## src/rtl/lsu_mem_ctrl_if.sv

```systemverilog
// Handshake bundles for the load/store unit: EXU-side request plus writeback result,
// and the word-aligned data-memory port.
interface lsu_exu_if;
   logic        in_valid;
   logic        in_ready;
   logic [31:0] in_addr;
   logic [31:0] in_wdata;
   logic        in_ren;
   logic        in_wen;
   logic [2:0]  in_funct3;
   logic        out_valid;
   logic        out_ready;
   logic [31:0] load_data;
   logic [1:0]  out_err;

   modport master (
      output in_valid, in_addr, in_wdata, in_ren, in_wen, in_funct3, out_ready,
      input  in_ready, out_valid, load_data, out_err
   );
   modport slave (
      input  in_valid, in_addr, in_wdata, in_ren, in_wen, in_funct3, out_ready,
      output in_ready, out_valid, load_data, out_err
   );
endinterface

interface lsu_mem_if;
   logic        mem_req_valid;
   logic        mem_req_ready;
   logic [31:0] mem_addr;
   logic        mem_wen;
   logic [31:0] mem_wdata;
   logic [3:0]  mem_wmask;
   logic        mem_resp_valid;
   logic [31:0] mem_rdata;

   modport master (
      output mem_req_valid, mem_addr, mem_wen, mem_wdata, mem_wmask,
      input  mem_req_ready, mem_resp_valid, mem_rdata
   );
   modport slave (
      input  mem_req_valid, mem_addr, mem_wen, mem_wdata, mem_wmask,
      output mem_req_ready, mem_resp_valid, mem_rdata
   );
endinterface

```

## src/rtl/lsu_mem_ctrl.sv

```systemverilog
// Load/store unit: one op per handshake, word-aligned memory request with byte mask,
// bounded wait for the response, then load alignment/extension toward writeback.
module lsu_mem_ctrl #(
   parameter int unsigned TIMEOUT_CYC = 255
) (
   input  logic      clk,
   input  logic      rst,
   lsu_exu_if.slave  exu,
   lsu_mem_if.master mem
);

   typedef enum logic [1:0] {S_IDLE, S_REQ, S_WAIT, S_RESP} state_e;

   localparam logic [1:0] ERR_OK  = 2'b00;
   localparam logic [1:0] ERR_ILL = 2'b01;
   localparam logic [1:0] ERR_TO  = 2'b10;
   localparam logic [15:0] CNT_LAST = 16'(TIMEOUT_CYC - 1);

   function automatic logic [31:0] extract_load(input logic [2:0]  f3,
                                                input logic [1:0]  off,
                                                input logic [31:0] rd);
      logic [7:0]  b;
      logic [15:0] h;
      b = rd[{off, 3'b000} +: 8];
      h = rd[{off[1], 4'b0000} +: 16];
      case (f3)
         3'b000:  extract_load = {{24{b[7]}}, b};
         3'b100:  extract_load = {24'b0, b};
         3'b001:  extract_load = {{16{h[15]}}, h};
         3'b101:  extract_load = {16'b0, h};
         default: extract_load = rd;
      endcase
   endfunction

   // Returns {byte mask, lane-shifted store data}.
   function automatic logic [35:0] store_lanes(input logic [2:0]  f3,
                                               input logic [1:0]  off,
                                               input logic [31:0] wd);
      case (f3[1:0])
         2'b00:   store_lanes = {4'b0001 << off, wd << {off, 3'b000}};
         2'b01:   store_lanes = {4'b0011 << off, wd << {off, 3'b000}};
         default: store_lanes = {4'b1111, wd};
      endcase
   endfunction

   state_e      state_q, state_d;
   logic [1:0]  off_q, off_d;
   logic [2:0]  f3_q, f3_d;
   logic        wen_q, wen_d;
   logic [31:0] mem_addr_q, mem_addr_d;
   logic [31:0] mem_wdata_q, mem_wdata_d;
   logic [3:0]  mem_wmask_q, mem_wmask_d;
   logic [15:0] cnt_q, cnt_d;
   logic [31:0] load_data_q, load_data_d;
   logic [1:0]  err_q, err_d;

   logic        is_mem;
   logic        illegal;
   logic [35:0] lanes;

   always_comb begin
      is_mem  = exu.in_ren || exu.in_wen;
      illegal = (exu.in_ren && exu.in_wen)
             || (exu.in_funct3 == 3'b011) || (exu.in_funct3 == 3'b110) || (exu.in_funct3 == 3'b111)
             || (exu.in_wen && exu.in_funct3[2])
             || ((exu.in_funct3[1:0] == 2'b01) && exu.in_addr[0])
             || ((exu.in_funct3[1:0] == 2'b10) && (exu.in_addr[1:0] != 2'b00));
      lanes   = store_lanes(exu.in_funct3, exu.in_addr[1:0], exu.in_wdata);
   end

   always_comb begin
      state_d     = state_q;
      off_d       = off_q;
      f3_d        = f3_q;
      wen_d       = wen_q;
      mem_addr_d  = mem_addr_q;
      mem_wdata_d = mem_wdata_q;
      mem_wmask_d = mem_wmask_q;
      cnt_d       = cnt_q;
      load_data_d = load_data_q;
      err_d       = err_q;
      case (state_q)
         S_IDLE: begin
            if (exu.in_valid) begin
               off_d = exu.in_addr[1:0];
               f3_d  = exu.in_funct3;
               wen_d = exu.in_wen;
               if (!is_mem || illegal) begin
                  state_d     = S_RESP;
                  load_data_d = 32'h0;
                  err_d       = is_mem ? ERR_ILL : ERR_OK;
               end else begin
                  state_d     = S_REQ;
                  mem_addr_d  = {exu.in_addr[31:2], 2'b00};
                  mem_wmask_d = exu.in_wen ? lanes[35:32] : 4'b0000;
                  mem_wdata_d = exu.in_wen ? lanes[31:0] : 32'h0;
               end
            end
         end
         S_REQ: begin
            if (mem.mem_req_ready) begin
               state_d = S_WAIT;
               cnt_d   = 16'h0;
            end
         end
         S_WAIT: begin
            // A response in the final counted cycle still wins over the timeout.
            if (mem.mem_resp_valid) begin
               state_d     = S_RESP;
               err_d       = ERR_OK;
               load_data_d = wen_q ? 32'h0 : extract_load(f3_q, off_q, mem.mem_rdata);
            end else if (cnt_q == CNT_LAST) begin
               state_d     = S_RESP;
               err_d       = ERR_TO;
               load_data_d = 32'h0;
            end else begin
               cnt_d = cnt_q + 16'h1;
            end
         end
         S_RESP: begin
            if (exu.out_ready) state_d = S_IDLE;
         end
         default: state_d = S_IDLE;
      endcase
   end

   always_ff @(posedge clk) begin
      if (rst) begin
         state_q     <= S_IDLE;
         off_q       <= 2'b00;
         f3_q        <= 3'b000;
         wen_q       <= 1'b0;
         mem_addr_q  <= 32'h0;
         mem_wdata_q <= 32'h0;
         mem_wmask_q <= 4'b0000;
         cnt_q       <= 16'h0;
         load_data_q <= 32'h0;
         err_q       <= ERR_OK;
      end else begin
         state_q     <= state_d;
         off_q       <= off_d;
         f3_q        <= f3_d;
         wen_q       <= wen_d;
         mem_addr_q  <= mem_addr_d;
         mem_wdata_q <= mem_wdata_d;
         mem_wmask_q <= mem_wmask_d;
         cnt_q       <= cnt_d;
         load_data_q <= load_data_d;
         err_q       <= err_d;
      end
   end

   assign exu.in_ready      = (state_q == S_IDLE);
   assign exu.out_valid     = (state_q == S_RESP);
   assign exu.load_data     = load_data_q;
   assign exu.out_err       = err_q;
   assign mem.mem_req_valid = (state_q == S_REQ);
   assign mem.mem_addr      = mem_addr_q;
   assign mem.mem_wen       = wen_q;
   assign mem.mem_wdata     = mem_wdata_q;
   assign mem.mem_wmask     = mem_wmask_q;

endmodule

```

## src/flat_wrapper.sv

```systemverilog
// flat-port wrapper written by rule: the top's interface ports become plain ports
module lsu_mem_ctrl_flat 
#(
   parameter int unsigned TIMEOUT_CYC = 255
)
  (clk, rst, exu_in_valid, exu_in_addr, exu_in_wdata, exu_in_ren, exu_in_wen, exu_in_funct3, exu_out_ready, exu_in_ready, exu_out_valid, exu_load_data, exu_out_err, mem_mem_req_valid, mem_mem_addr, mem_mem_wen, mem_mem_wdata, mem_mem_wmask, mem_mem_req_ready, mem_mem_resp_valid, mem_mem_rdata);
  lsu_exu_if exu_i ();
  lsu_mem_if mem_i ();
  input  logic clk;
  input  logic rst;
  input wire logic [$bits(exu_i.in_valid)-1:0] exu_in_valid;
  input wire logic [$bits(exu_i.in_addr)-1:0] exu_in_addr;
  input wire logic [$bits(exu_i.in_wdata)-1:0] exu_in_wdata;
  input wire logic [$bits(exu_i.in_ren)-1:0] exu_in_ren;
  input wire logic [$bits(exu_i.in_wen)-1:0] exu_in_wen;
  input wire logic [$bits(exu_i.in_funct3)-1:0] exu_in_funct3;
  input wire logic [$bits(exu_i.out_ready)-1:0] exu_out_ready;
  output wire logic [$bits(exu_i.in_ready)-1:0] exu_in_ready;
  output wire logic [$bits(exu_i.out_valid)-1:0] exu_out_valid;
  output wire logic [$bits(exu_i.load_data)-1:0] exu_load_data;
  output wire logic [$bits(exu_i.out_err)-1:0] exu_out_err;
  output wire logic [$bits(mem_i.mem_req_valid)-1:0] mem_mem_req_valid;
  output wire logic [$bits(mem_i.mem_addr)-1:0] mem_mem_addr;
  output wire logic [$bits(mem_i.mem_wen)-1:0] mem_mem_wen;
  output wire logic [$bits(mem_i.mem_wdata)-1:0] mem_mem_wdata;
  output wire logic [$bits(mem_i.mem_wmask)-1:0] mem_mem_wmask;
  input wire logic [$bits(mem_i.mem_req_ready)-1:0] mem_mem_req_ready;
  input wire logic [$bits(mem_i.mem_resp_valid)-1:0] mem_mem_resp_valid;
  input wire logic [$bits(mem_i.mem_rdata)-1:0] mem_mem_rdata;
  assign exu_i.in_valid = exu_in_valid;
  assign exu_i.in_addr = exu_in_addr;
  assign exu_i.in_wdata = exu_in_wdata;
  assign exu_i.in_ren = exu_in_ren;
  assign exu_i.in_wen = exu_in_wen;
  assign exu_i.in_funct3 = exu_in_funct3;
  assign exu_i.out_ready = exu_out_ready;
  assign exu_in_ready = exu_i.in_ready;
  assign exu_out_valid = exu_i.out_valid;
  assign exu_load_data = exu_i.load_data;
  assign exu_out_err = exu_i.out_err;
  assign mem_mem_req_valid = mem_i.mem_req_valid;
  assign mem_mem_addr = mem_i.mem_addr;
  assign mem_mem_wen = mem_i.mem_wen;
  assign mem_mem_wdata = mem_i.mem_wdata;
  assign mem_mem_wmask = mem_i.mem_wmask;
  assign mem_i.mem_req_ready = mem_mem_req_ready;
  assign mem_i.mem_resp_valid = mem_mem_resp_valid;
  assign mem_i.mem_rdata = mem_mem_rdata;
  lsu_mem_ctrl #(.TIMEOUT_CYC(TIMEOUT_CYC)) u_core (.clk(clk), .rst(rst), .exu(exu_i), .mem(mem_i));
endmodule
```

## config.mk

```make
export PLATFORM = sky130hd
export DESIGN_NAME = lsu_mem_ctrl_flat
export DESIGN_NICKNAME = d
export VERILOG_FILES = /design/src/rtl/lsu_mem_ctrl_if.sv /design/src/rtl/lsu_mem_ctrl.sv /design/src/flat_wrapper.sv
export SDC_FILE = /design/constraint.sdc
export NUM_CORES = 1
export LEC_CHECK = 0
export BUFFER_PORTS_ARGS = -buffer_cell sky130_fd_sc_hd__buf_2
export CAP_MARGIN = 20
export CORE_ASPECT_RATIO = 2
export CORE_MARGIN = 3
export CORE_UTILIZATION = 50
export DETAILED_ROUTE_END_ITERATION = 6
export PLACE_DENSITY = 0.8
export SKIP_LAST_GASP = 1
export SLEW_MARGIN = 20
export SYNTH_ARGS = -nofsm -noshare
export SYNTH_HDL_FRONTEND = slang
export SYNTH_SLANG_ARGS = --single-unit
```

## constraint.sdc

```tcl
create_clock -name clk -period 2.8 [get_ports clk]
set_input_delay 0.42 -clock clk [delete_from_list [all_inputs] [get_ports clk]]
set_output_delay 0.42 -clock clk [all_outputs]
set_load 0.05 [all_outputs]
```

==> flow_summary.yaml <==
floorplan:
  dieArea_sq_mm: 0.0137
  io_pins: 213
  dieWidth_um: 84.2
  design.core.area_sq_mm: 0.0118
  rows: 56
  die_h_um: 162
  initial_core_util: 0.517
yosys:
  synthFlopType: "dfxtp_1"
  ys_seq_elements: 124
  synth-edff-count: 0
  syn_avg_cell_area_sq_um: 8.17
  synthAdderAreaFrac: 0.0123
  synth_top_family_by_area: "simple AND/OR/NAND/NOR gates"
  ys_types: 55
  seq_area_frac_synth: 0.405
  synth_area_sq_mm: 0.00612
  netlist_instances: 749
  synth_xor_xnor_area_share: 0.0200
  synth_compound_area_frac: 0.198
  synth_warnings: 0
  synthArstFlopShare: 0
  yosys.area_share.simple: 0.233
  synth_mux_area_frac: 0.0791
timing:
  whs_ns: 0.242
  slew_viol_final: 0
  slew_headroom: 0.264
  fin_crit_sh: 0.846
  max_freq_ghz: 0.422
  rsz0062_at_grt: "no"
  skew_ns: 0.00773
  finalSetupTns_ns: 0
  final-setup-viol-count: 0
  final_hold_viol_count: 0
  worst-slew-pin-transition_ns: 1.10
  period_needed_ns: 2.37
worst_setup_path:
  crit_path_max_incr_delay_ns: 0.52
  rr_worst_depth: 6
  r2r_setup_slack_ns: 0.43
  worst_path_max_delay_cell: "nor4_1"
  arrival_ns: 2.67
  crit_buf_inv: 1
  worst_setup_path_end_kind: "flip-flop"
  crit_path_start_kind: "flip-flop"
  cp_num_cells: 6
  crit_path_cell_trace: "nor4_1 > nand4_1 > a21oi_1 > nand2_4 > buf_12 > a31o_1"
  cp_data_required_time_ns: 3.10
  path_max_fanout: 19
  cpLargestDelayFamily: "simple AND/OR/NAND/NOR gates"
  worstSetupPathType: "reg2reg"
grt:
  grt_pass1_wl_um: 28500
  antenna_found_initial: 0
  grt-ovfl-total: 0
  track_usage: 0.256
  grt_start_max_net_pins: 54
  grt_pass1_vias: 5999
route:
  drtPass1Iterations: 5
  via_count: 6082
  routed_wl_um: 17700
  via_per_inst: 5.55
  wl_per_cell_um: 16.2
  drt-initial-drc-count: 295
  drc: 0
  ant_nets: 0
placed_design:
  port-buffer-count: 210
  gp_congestion: 0.908
  dp_hpwl_um: 13200
  dp.cells: 1063
layout:
  drive_above_1_share: 0.281
  fin_nets: 1050
  stdcell_count: 1095
  post-route-util: 0.660
  syn2layout_area_growth_pct: 27.7
  n_antenna_cell: 0
pwr:
  powerDensity_mw_per_mm2: 741
  ir_worst_vdd_v: 0.000551
  power.leakage_nw: 3.47
hold_path:
  hp-class: "in2reg"
  hold-path-cell-count: 3
clocking:
  cts.sink_count: 124
  insertion_delay_ns: 0.41
  cts_tree: "done"
  ctsLongestPathBuffers: 2
  clockRootBuffer: "clkbuf_16"
  h-tree-depth: 4
  ctsHoldBuffers: 0
  cts_buffers: 17
  cts_setup_buffers: 0
  path_clk_slew_ns: 0.06
  cts_resized: 0
run:
  maxCapViolCount: 0
run_status:
  status: "finished clean"
## flip-flops by register name, indices dropped and copies added, names as in the netlist, 2 cells and up
name	cells
u_core.cnt_q	16
u_core.exu.load_data	32
u_core.exu.out_err	2
u_core.f3_q	3
u_core.mem.mem_addr	30
u_core.mem.mem_wdata	32
u_core.mem.mem_wmask	4
u_core.off_q	2
u_core.state_q	2
## power breakdown
part	switching (mW)	internal [mW]	leakage, nW
clock network	0.849	1.33	0.281
registers	0.0663	1.86	1.00
logic	1.11	0.580	2.19
total	2.03	3.77	3.47
## path summary, 6_finish.rpt
kind	from	end
max	u_core.cnt_q[11]$_SDFFE_PP0P_	u_core.exu.out_err[0]$_SDFFE_PP0P_
min	exu_in_addr[8]	u_core.mem.mem_addr[8]$_SDFFE_PP0P_
max reg2reg	u_core.cnt_q[11]$_SDFFE_PP0P_	u_core.exu.out_err[0]$_SDFFE_PP0P_
min reg2reg	u_core.mem.mem_addr[24]$_SDFFE_PP0P_	u_core.mem.mem_addr[24]$_SDFFE_PP0P_
## logic make-up (layout without fill, tap and decap cells)
kind of cell | count (synthesis) | count (layout)
other | 1 | 2
AND/OR/NAND/NOR | 300 | 300
XOR/XNOR | 14 | 14
adder cells (fa/ha/maj) | 6 | 6
AO/OA/AOI/OAI | 192 | 192
buffers and inverters | 66 | 266
flip-flops | 124 | 124
multiplexers | 46 | 46
## area by class of cell
type	count	area, sq um
Timing Repair Buffer	226	1200
Clock inverter	15	163
Fill cell	1050	4030
Tap cell	145	181
Inverter	8	30.0
Multi-Input combinational cell	560	3340
Clock buffer	17	425
Sequential cell	124	2480
## worst min-delay path, delay by kind of cell
kind | cells | cell delay [ns]
simple gates | 1 | 0.04
compound gates | 1 | 0.05
buf+inv | 1 | 0.09
## per-layer routing
metal / GRT usage / vias up / part of all wire
li1: - / 2993 / -
met1: 0.262 / 2807 / 0.35
met2: 0.479 / 236 / 0.56
met3: 0.0542 / 46 / 0.057
met4: 0.130 / 0 / 0.038
met5: 0 / - / 0
## placed cells by master (no fill, tap or decap), types with 21 or more instances in the layout
cell,count
a22oi_1,26
nor2b_1,27
nand3_1,33
dfxtp_1,124
nor2_1,58
nand2b_1,21
mux2i_1,36
o21ai_0,21
buf_2,210
a21oi_1,89
nand2_1,122
## through the flow
step           cell area, sq um  power, mW  setup slack (ns)
2_1_floorplan              6130       3.27             0.451
3_3_place_gp               7230       3.64             0.263
3_5_place_dp               7230       3.65             0.183
4_1_cts                    7820       5.83             0.439
6_report                   7820       5.79             0.431
5_1_grt                    7820       6.05             0.187
## cell usage after synthesis (all sizes together), types with 2 or more instances
cell    count  share of area
a22oi      26          0.032
o21a        8         0.0098
and4        2         0.0029
o211ai      8         0.0098
mux2        9          0.017
ha          6          0.012
or3         3         0.0039
and3        6         0.0061
a221o       7          0.011
nand2b     21          0.021
inv         8         0.0049
buf        19          0.022
dfxtp     124           0.41
nor2       59          0.037
a31o        2         0.0029
nor3b       3         0.0037
nor3        4         0.0033
nand4b      2         0.0029
clkbuf     39          0.024
nand4       9         0.0092
and2        2         0.0020
nand2     123          0.077
mux2i      36          0.059
xor2       13          0.019
a22o       15          0.021
a31oi       2         0.0020
a21oi      90          0.074
nand3      33          0.027
nor2b      27          0.028
o21ai      22          0.018
a211o       7          0.010
Power figures use the tool's default switching activity.
